File: src/rtl/player_motion.sv
// Per-frame sprite position engine: walking with wall clamps plus a jump/gravity FSM.
// All state advances only on the clk edge where a rising edge of frame_clk is seen.
module player_motion #(
  parameter logic [9:0] X_INIT   = 10'd100,
  parameter logic [9:0] X_MIN    = 10'd0,
  parameter logic [9:0] X_MAX    = 10'd624,
  parameter logic [9:0] Y_MIN    = 10'd65,
  parameter logic [9:0] Y_GROUND = 10'd400,
  parameter logic [3:0] STEP_X   = 4'd2,
  parameter logic [5:0] JUMP_V   = 6'd8,
  parameter logic [5:0] GRAVITY  = 6'd1,
  parameter logic [5:0] VMAX     = 6'd8
) (
  input  logic       clk,
  input  logic       Reset,
  input  logic       frame_clk,
  input  logic       key_left,
  input  logic       key_right,
  input  logic       key_jump,
  output logic [9:0] PosX,
  output logic [9:0] PosY,
  output logic       facing_left,
  output logic       in_air
);

  typedef enum logic [1:0] {GROUND, RISE, FALL} state_t;

  localparam logic [5:0] VY_TAKEOFF = ~JUMP_V + 6'd1;

  state_t             state_q, state_d;
  logic [9:0]         pos_x_q, pos_x_d;
  logic [9:0]         pos_y_q, pos_y_d;
  logic signed [5:0]  vy_q, vy_d;
  logic               facing_q, facing_d;
  logic               in_air_q, in_air_d;
  logic               frame_q;
  logic               armed_q, armed_d;

  logic               tick;
  logic [10:0]        x_wide, x_inc;
  logic signed [11:0] y_next;
  logic signed [6:0]  vy_inc;

  assign tick   = frame_clk & ~frame_q;
  assign x_wide = {1'b0, pos_x_q};
  assign x_inc  = x_wide + {7'd0, STEP_X};
  assign y_next = $signed({2'b00, pos_y_q}) + $signed({{6{vy_q[5]}}, vy_q});
  assign vy_inc = $signed({vy_q[5], vy_q}) + $signed({1'b0, GRAVITY});

  always_comb begin
    state_d  = state_q;
    pos_x_d  = pos_x_q;
    pos_y_d  = pos_y_q;
    vy_d     = vy_q;
    facing_d = facing_q;
    armed_d  = armed_q;

    if (tick) begin
      if (key_left && !key_right) begin
        // Subtract only when the result stays at or above the wall, avoiding unsigned wrap.
        if (x_wide >= ({1'b0, X_MIN} + {7'd0, STEP_X}))
          pos_x_d = pos_x_q - {6'd0, STEP_X};
        else
          pos_x_d = X_MIN;
        facing_d = 1'b1;
      end else if (key_right && !key_left) begin
        if (x_inc > {1'b0, X_MAX})
          pos_x_d = X_MAX;
        else
          pos_x_d = x_inc[9:0];
        facing_d = 1'b0;
      end

      unique case (state_q)
        GROUND: begin
          if (key_jump && armed_q) begin
            state_d = RISE;
            vy_d    = VY_TAKEOFF;
            armed_d = 1'b0;
          end else begin
            vy_d = '0;
          end
        end
        RISE: begin
          if (y_next <= $signed({2'b00, Y_MIN})) begin
            pos_y_d = Y_MIN;
            vy_d    = '0;
            state_d = FALL;
          end else begin
            pos_y_d = y_next[9:0];
            vy_d    = vy_inc[5:0];
            if (!vy_inc[6])
              state_d = FALL;
          end
        end
        FALL: begin
          if (y_next >= $signed({2'b00, Y_GROUND})) begin
            pos_y_d = Y_GROUND;
            vy_d    = '0;
            state_d = GROUND;
          end else begin
            pos_y_d = y_next[9:0];
            if (vy_inc > $signed({1'b0, VMAX}))
              vy_d = VMAX;
            else
              vy_d = vy_inc[5:0];
          end
        end
        default: state_d = GROUND;
      endcase

      if (!key_jump)
        armed_d = 1'b1;
    end

    in_air_d = (state_d != GROUND);
  end

  always_ff @(posedge clk) begin
    if (Reset) begin
      state_q  <= GROUND;
      pos_x_q  <= X_INIT;
      pos_y_q  <= Y_GROUND;
      vy_q     <= '0;
      facing_q <= 1'b0;
      in_air_q <= 1'b0;
      frame_q  <= 1'b0;
      armed_q  <= 1'b1;
    end else begin
      state_q  <= state_d;
      pos_x_q  <= pos_x_d;
      pos_y_q  <= pos_y_d;
      vy_q     <= vy_d;
      facing_q <= facing_d;
      in_air_q <= in_air_d;
      frame_q  <= frame_clk;
      armed_q  <= armed_d;
    end
  end

  assign PosX        = pos_x_q;
  assign PosY        = pos_y_q;
  assign facing_left = facing_q;
  assign in_air      = in_air_q;

endmodule

File: config.mk
export PLATFORM = sky130hd
export DESIGN_NAME = player_motion
export DESIGN_NICKNAME = d
export VERILOG_FILES = /design/src/rtl/player_motion.sv
export SDC_FILE = /design/constraint.sdc
export NUM_CORES = 1
export LEC_CHECK = 0
export ABC_AREA = 1
export CAP_MARGIN = 20
export CORE_MARGIN = 2
export CORE_UTILIZATION = 28
export CTS_BUF_LIST = sky130_fd_sc_hd__clkbuf_8
export CTS_CLUSTER_SIZE = 28
export DETAILED_ROUTE_END_ITERATION = 8
export SKIP_CTS_REPAIR_TIMING = 1
export SYNTH_ARGS = -nofsm -noshare
export SYNTH_HDL_FRONTEND = slang
export SYNTH_SLANG_ARGS = --single-unit
File: constraint.sdc
create_clock -name clk -period 2.2 [get_ports clk]
set_input_delay 0.22 -clock clk [delete_from_list [all_inputs] [get_ports clk]]
set_output_delay 0.22 -clock clk [all_outputs]
set_load 0.05 [all_outputs]
=== Word level (Yosys, flattened, before mapping) ===
Index checks and enable logic that the tools add are counted.
W data, S select, Z words.

* Reductions and logical operators: 14
* Bitwise gates (word level): 2
* Equal/unequal tests: 4
* $lt $le $gt $ge: 5
* Add/sub/neg operators: 4
* Muxes and demuxes: 23

{| class="wikitable"
|+ Operators by type and width
! operator !! number
|-
| $mux W10 || 6
|-
| $mux W6 || 4
|-
| $pmux W10 S2 || 1
|-
| $pmux W6 S3 || 1
|-
| $add A11 B6 Y12 || 1
|-
| $ge A12 B10 Y1 const B || 1
|-
| $le A12 B8 Y1 const B || 1
|-
| $add A10 B2 Y11 const B || 1
|-
| $gt A11 B10 Y1 const B || 1
|-
| $ge A10 B2 Y1 const B || 1
|-
| $mux W2 || 5
|-
| $sub A10 B2 Y10 const B || 1
|-
| $add A6 B2 Y7 const B || 1
|-
| $gt A7 B5 Y1 const B || 1
|-
| $pmux W2 S3 || 1
|-
| $reduce_and A2 Y1 || 3
|-
| $reduce_bool A2 Y1 || 3
|-
| $mux W1 || 5
|-
| $ne A2 B1 Y1 const B || 2
|-
| $logic_and A1 B1 Y1 || 3
|-
| $reduce_and A3 Y1 || 1
|-
| $reduce_bool A3 Y1 || 1
|-
| $eq A2 B1 Y1 const B || 1
|-
| $eq A2 B2 Y1 const B || 1
|-
| other kinds (4) || 5
|}

* Output and inout port bits: 22
* Bits in registers: 32
* Input port bits: 6
* Word-level logic and storage cells: 60

=== Longest topological paths before layout ===
Gate-level depths: netlist of the first run.

* Depth after elaboration: 6
* Depth in mapped cells: 19
* Mapped depth without buffers: 19

=== Worst setup path before layout of the first run ===
OpenSTA, ideal clock, no wires.

* Path type: reg-to-reg
* Start point: reg pos_y_q[0] (netlist: PosY[0])
* End point: reg pos_y_q[7] (netlist: PosY[7])
* Path slack: -337 ps
* Required time: 2081 ps
* Setup time: 119 ps
* Cell stages (with the launch flop): 14
* Clock period less this slack: 2537 ps
* Arrival time: 2418 ps
* Path buffers: 0
* Cell sequence: dfxtp_1 > ha_1 > fa_1 > or2_2 > nor2_1 > nand3_1 > nand2_1 > nand4_2 > nand3_2 > nand2_2 > inv_2 > nor2_1 > o21ai_0 > nand2_1

* Longest elaborated chain between the ends: 4
* Elaborated cells on any way between the ends: 6
* Classes of those cells: 1 x add/sub; 2 x order compare; 3 x mux

{| class="wikitable"
|+ Ends and longest elaborated chain
! item !! RTL line !! text
|-
| start: declaration || 32 || <nowiki>logic [9:0] pos_y_q, pos_y_d;</nowiki>
|-
| start signal: assignment || 132 || <nowiki>pos_y_q <= pos_y_d;</nowiki>
|-
| $add A11 B6 Y12 (*) || 47 || <nowiki>assign y_next = $signed({2'b00, pos_y_q}) + $signed({{6{vy_q[5]}}, vy_q});</nowiki>
|-
| $ge A12 B10 Y1 or $le A12 B8 Y1 (tied branches) || 97, 85 ||
|-
| $mux W10, on equally long branches || 97, 85 ||
|-
| $pmux W10 S2 (*) || 74 || <nowiki>unique case (state_q)</nowiki>
|}

Mark *: on every way between the ends. The rest lies on a longest branch, timed or not.
A chain may end at the register's enable or synchronous reset.

=== Final worst setup path of the first run ===
* Start point: reg vy_q[0]
* End point: reg pos_y_q[5] (netlist: PosY[5])

* Longest elaborated chain between the ends: 4
* Elaborated cells on any way between the ends: 6
* Classes of those cells: 1 x add/sub; 2 x order compare; 3 x mux

{| class="wikitable"
|+ Ends and longest elaborated chain
! item !! RTL line !! text
|-
| start: declaration || 33 || <nowiki>logic signed [5:0] vy_q, vy_d;</nowiki>
|-
| start signal: assignment || 133 || <nowiki>vy_q <= vy_d;</nowiki>
|-
| $add A11 B6 Y12 (*) || 47 ||
|-
| $ge A12 B10 Y1 or $le A12 B8 Y1 (tied branches) || 97, 85 ||
|-
| $mux W10, on equally long branches || 97, 85 ||
|-
| $pmux W10 S2 (*) || 74 ||
|}

Marks and branches as above.

==> results of run 1 <==
==> worst min-delay path by stage <==
| stage | start | to | slack, ps | cells past startpoint |
|---|---|---|---|---|
| 2_1_floorplan | frame_clk | frame_q$_SDFF_PP0_ | 340 | 2 |
| 3_3_place_gp | facing_left$_SDFFE_PP0P_ | facing_left$_SDFFE_PP0P_ | 460 | 1 |
| 3_5_place_dp | facing_left$_SDFFE_PP0P_ | facing_left$_SDFFE_PP0P_ | 460 | 1 |
| 4_1_cts | frame_clk | frame_q$_SDFF_PP0_ | 470 | 3 |
| 5_1_grt | frame_clk | frame_q$_SDFF_PP0_ | 490 | 3 |
| 6_report | facing_left$_SDFFE_PP0P_ | facing_left$_SDFFE_PP0P_ | 470 | 1 |
==> area by class of cell <==
type / instances / area (sq um) / area share [%]
timing repair buffer: 80 / 689 / 17.1
clock inverter: 1 / 5.00 / 0.124
sequential: 31 / 643 / 15.9
multi-input combinational: 332 / 2180 / 53.9
clock buffer: 6 / 82.6 / 2.05
tap: 133 / 166 / 4.13
inverter: 71 / 272 / 6.73
==> cell usage after synthesis (2+ instances only) <==
| cell type | n |
|---|---|
| sky130_fd_sc_hd__nand2_1 | 119 |
| sky130_fd_sc_hd__inv_1 | 66 |
| sky130_fd_sc_hd__nor2_1 | 35 |
| sky130_fd_sc_hd__a21oi_1 | 31 |
| sky130_fd_sc_hd__dfxtp_1 | 31 |
| sky130_fd_sc_hd__nand3_1 | 22 |
| sky130_fd_sc_hd__o21ai_0 | 21 |
| sky130_fd_sc_hd__ha_1 | 20 |
| sky130_fd_sc_hd__xor2_1 | 14 |
| sky130_fd_sc_hd__nand4_1 | 11 |
| sky130_fd_sc_hd__nand3_2 | 7 |
| sky130_fd_sc_hd__nor3_1 | 7 |
| sky130_fd_sc_hd__a31oi_1 | 5 |
| sky130_fd_sc_hd__o21ai_1 | 5 |
| sky130_fd_sc_hd__clkbuf_1 | 4 |
| sky130_fd_sc_hd__xnor2_1 | 4 |
| sky130_fd_sc_hd__buf_2 | 3 |
| sky130_fd_sc_hd__inv_2 | 3 |
| sky130_fd_sc_hd__nand2_2 | 3 |
| sky130_fd_sc_hd__nor2_4 | 3 |
| sky130_fd_sc_hd__buf_6 | 2 |
| sky130_fd_sc_hd__clkinv_1 | 2 |
| sky130_fd_sc_hd__nand4_2 | 2 |
| sky130_fd_sc_hd__nor2_2 | 2 |
| sky130_fd_sc_hd__or2_2 | 2 |
| sky130_fd_sc_hd__xor2_2 | 2 |
==> metal layers <==
layer | GRT usage, % | routed length [microns]
met1 | 19.1 | 3960
met3 | 2.56 | 322
met4 | 5.62 | 200
met5 | 0 | 0
met2 | 24.3 | 3830
==> power groups by stage <==
stage                     Combinational [mW]  Clock, mW  Sequential (mW)
final                                  0.789      0.475            0.639
after floorplan                        0.374          0            0.713
after CTS                              0.693      0.492            0.632
after global placement                 0.686          0            0.642
after detailed placement               0.689          0            0.644
after global routing                   0.857      0.510            0.643
==> cell families after synthesis <==
group / count (synthesis)
fa+ha+maj: 21
xor+xnor: 20
simple gates: 221
compound gates: 69
flops: 31
buf+inv: 81
other cells: 1
==> registers in the layout, indices dropped and copies added (netlist names) <==
name / cells
PosX: 9
PosY: 10
armed_q: 1
facing_left: 1
frame_q: 1
in_air: 1
state_q: 2
vy_q: 6
==> worst reg2reg max path, stage by stage (launching register included) <==
cell and delay (ps):
sky130_fd_sc_hd__dfxtp_2 360, sky130_fd_sc_hd__ha_4 150, sky130_fd_sc_hd__fa_2 460, sky130_fd_sc_hd__or2_2 310, sky130_fd_sc_hd__nor2_1 130, sky130_fd_sc_hd__nand3_1 80
sky130_fd_sc_hd__nand2_1 80, sky130_fd_sc_hd__nand4_2 140, sky130_fd_sc_hd__nand3_4 140, sky130_fd_sc_hd__nand2_4 80, sky130_fd_sc_hd__buf_4 130, sky130_fd_sc_hd__nand4_1 130
sky130_fd_sc_hd__a21oi_1 80
==> run summary, run 1 <==
Of the total synthesized cell area, the portion taken by AND, OR, NAND and NOR gates is 37.2%. The fraction of layout instances using a drive strength above 1 came out at 28.2%. The number of antenna violations at the first check in global routing came to 0.

The clock group share of total power is 25.0%. The share of cell area taken by muxes after synthesis came out at 0%. The sum of buffers and inverters on the critical path is 1. In this run, flip-flops and latches consume 33.6% of the power.

The total overflow reported by the global router is 0. The worst setup path is launched from a flip-flop. For this run, the leading register cell type out of synthesis is sky130_fd_sc_hd__dfxtp_1. For this run, the number of standard cells in the final layout without fillers is 654.

The normalized max-slew margin came out at 64.2%. The vertical die dimension came out at 105 microns. The critical path is of the flip-flop to flip-flop type.

The number of violations of the max-capacitance limit is 0. The row count is 36. The register bit total from synthesis is 31. The Yosys step of the flow raised 0 warnings. Setup repair after global routing could not meet its margin everywhere.

The switching power of the nets is 737 uW. The number of clock sinks is 31. The post-route minimum period is 2370 ps. The share of the core filled with cells came out at 41.1%. The post-detailed-placement half-perimeter wirelength is 6380 microns. The area fraction in compound gates after synthesis is 13.4%. Counting every net in the synthesized netlist gives 471. The highest-delay cell along the critical path is sky130_fd_sc_hd__fa_2.

Buffers inserted during clock tree synthesis total 5. The cell-internal power is 1.17 mW. The total power density per cell area is 472 nW/um^2.

In this run the worst hold path is classified as flip-flop to flip-flop. Synthesis produced a netlist whose cell count is 444. The core region is 9820 sq um. The number of cells on the critical path is 12. The largest voltage drop on the vdd net came out at 0.232 mV. The run finished, with violations left. The relative area change from synthesis to final layout came out at 41.2%. The number of unique standard cell types used by synthesis came out at 44.

The top cell types in the final layout, fill and taps aside, are sky130_fd_sc_hd__nand2_1 (114), sky130_fd_sc_hd__inv_1 (64), sky130_fd_sc_hd__buf_4 (50). The count of buffers added on input and output ports is 26. The signal on the critical path passes through ha_4 -> fa_2 -> or2_2 -> nor2_1 -> nand3_1 -> nand2_1 -> nand4_2 -> nand3_4 -> nand2_4 -> buf_4 -> nand4_1 -> a21oi_1. The worst-case hold slack is 468 ps. Of all cell types, the one taking the most synthesized area is sky130_fd_sc_hd__dfxtp_1.

The worst setup path is captured at a flip-flop. Tracing the worst setup path back leads to its startpoint at vy_q[0]$_SDFFE_PP0P_. The number of antenna diodes came out at 0.

The cell area after placement is 3650 sq um. The post-synthesis share of cell area spent on xor and xnor gates came out at 6.66%. The synthesized netlist occupies a cell area of 2860 sq um.

The portion of the post-synthesis area used by sequential elements came out at 21.7%. The final count of pins violating max slew is 0. The area share of the largest cell type after synthesis came out at 21.7%. The clock latency reported for the late side of the worst-skew pair came out at 290 ps.

The largest buffer count on any clock path came out at 2. The final sum of negative setup slack came out at -1930 ps. The minimum setup slack among reg-to-reg paths is -170 ps. For this design the top-level I/O count stands at 28.

The worst-margin pin slew came out at 536 ps. The critical path's largest stage delay came out at 460 ps. The number of flops mapped to enable cells by yosys is 0. The cell family with the largest share of critical-path delay is simple AND/OR/NAND/NOR gates.

The number of global-route vias before repair is 2863. Data on the critical path is required at its endpoint by 2380 ps. The data arrival time at the worst-slack endpoint is 2550 ps.

The clock-pin slew on the worst setup and hold paths is 70 ps. The reg-to-reg endpoint is PosY[5]$_SDFFE_PP0P_. The worst register-to-register path begins at vy_q[0]$_SDFFE_PP0P_.

After synthesis, the largest family of logic cells by area is simple AND/OR/NAND/NOR gates. The cell sitting at the root of the clock tree is a sky130_fd_sc_hd__clkbuf_8. The number of hold violations in the final report was 0.

The horizontal extent of the die is 105 microns. The clock skew after layout is 8.26 ps. Derived from the worst setup path, the maximum achievable clock frequency is 422 MHz. The die area came out at 11000 sq um.

Leaving out fill and tap cells, the most frequent cell in the layout is sky130_fd_sc_hd__nand2_1. The async set-or-reset flop fraction in the synthesized netlist is 0%. In the post-synthesis netlist, the biggest area contributors are sky130_fd_sc_hd__dfxtp_1 (22%), sky130_fd_sc_hd__nand2_1 (16%), sky130_fd_sc_hd__ha_1 (8.8%), sky130_fd_sc_hd__inv_1 (8.7%), sky130_fd_sc_hd__a21oi_1 (5.4%).

The detail-routed via count per cell came out at 4.64. The net count of the finished layout is 548. The final critical-path share of the clock period came out at 108%. The analysis attributes to cell leakage a power of 1.83 nW. The first routing iteration left 178 violations. The net switching share of the total power came out at 38.7%. The checks that failed: setup timing. The cell count after placement came out at 644. The maximum net fanout on the critical path is 3. Dividing the detail-routed wire length by the instance count gives 12.7 microns. The share of total power in combinational logic came out at 41.4%. The H-tree level count came out at 2.

The number of iterations in the first detailed-routing pass is 4. The first-pass GRT wire length came out at 13300 microns. Entering global routing, the biggest net connects 18 pins. In this run the worst setup path terminates at PosY[5]$_SDFFE_PP0P_. The worst reg2reg path depth is 12. The share of synthesized cell area in full adder, half adder and majority cells came out at 9.46%. For this configuration, the core starts out at a cell density of 29.1%. Fill cells in the final layout number 1059. The worst-case setup slack after placement is -279 ps. The TritonCTS clock tree is built. The global-route usage over all layers came out at 14.7%. For this block, the routed nets add up to 8310 microns of wire.

The number of setup violations in the final report came out at 19. Overall power consumption after layout is estimated at 1.90 mW. Routability-driven placement finished with a final weighted congestion of 0.906. The synthesized area divided by synthesized cell count came out at 6.43 sq um. After routing the design area is 4030 sq um.

The post-route DRC violation count is 0. Across all setup checks in the final design, the least slack found is -172 ps. The via count came out at 3037.

The number of nets still failing antenna checks after routing is 0.
(Power assumes the default switching activity.)
==> inputs of run 2 (changes only) <==
Settings changed: GPL_ROUTABILITY_DRIVEN set to 0, HOLD_SLACK_MARGIN set to 0.08.
==> results of run 2 <==
The final DEF is identical to that of run 1; final timing and power are the same.
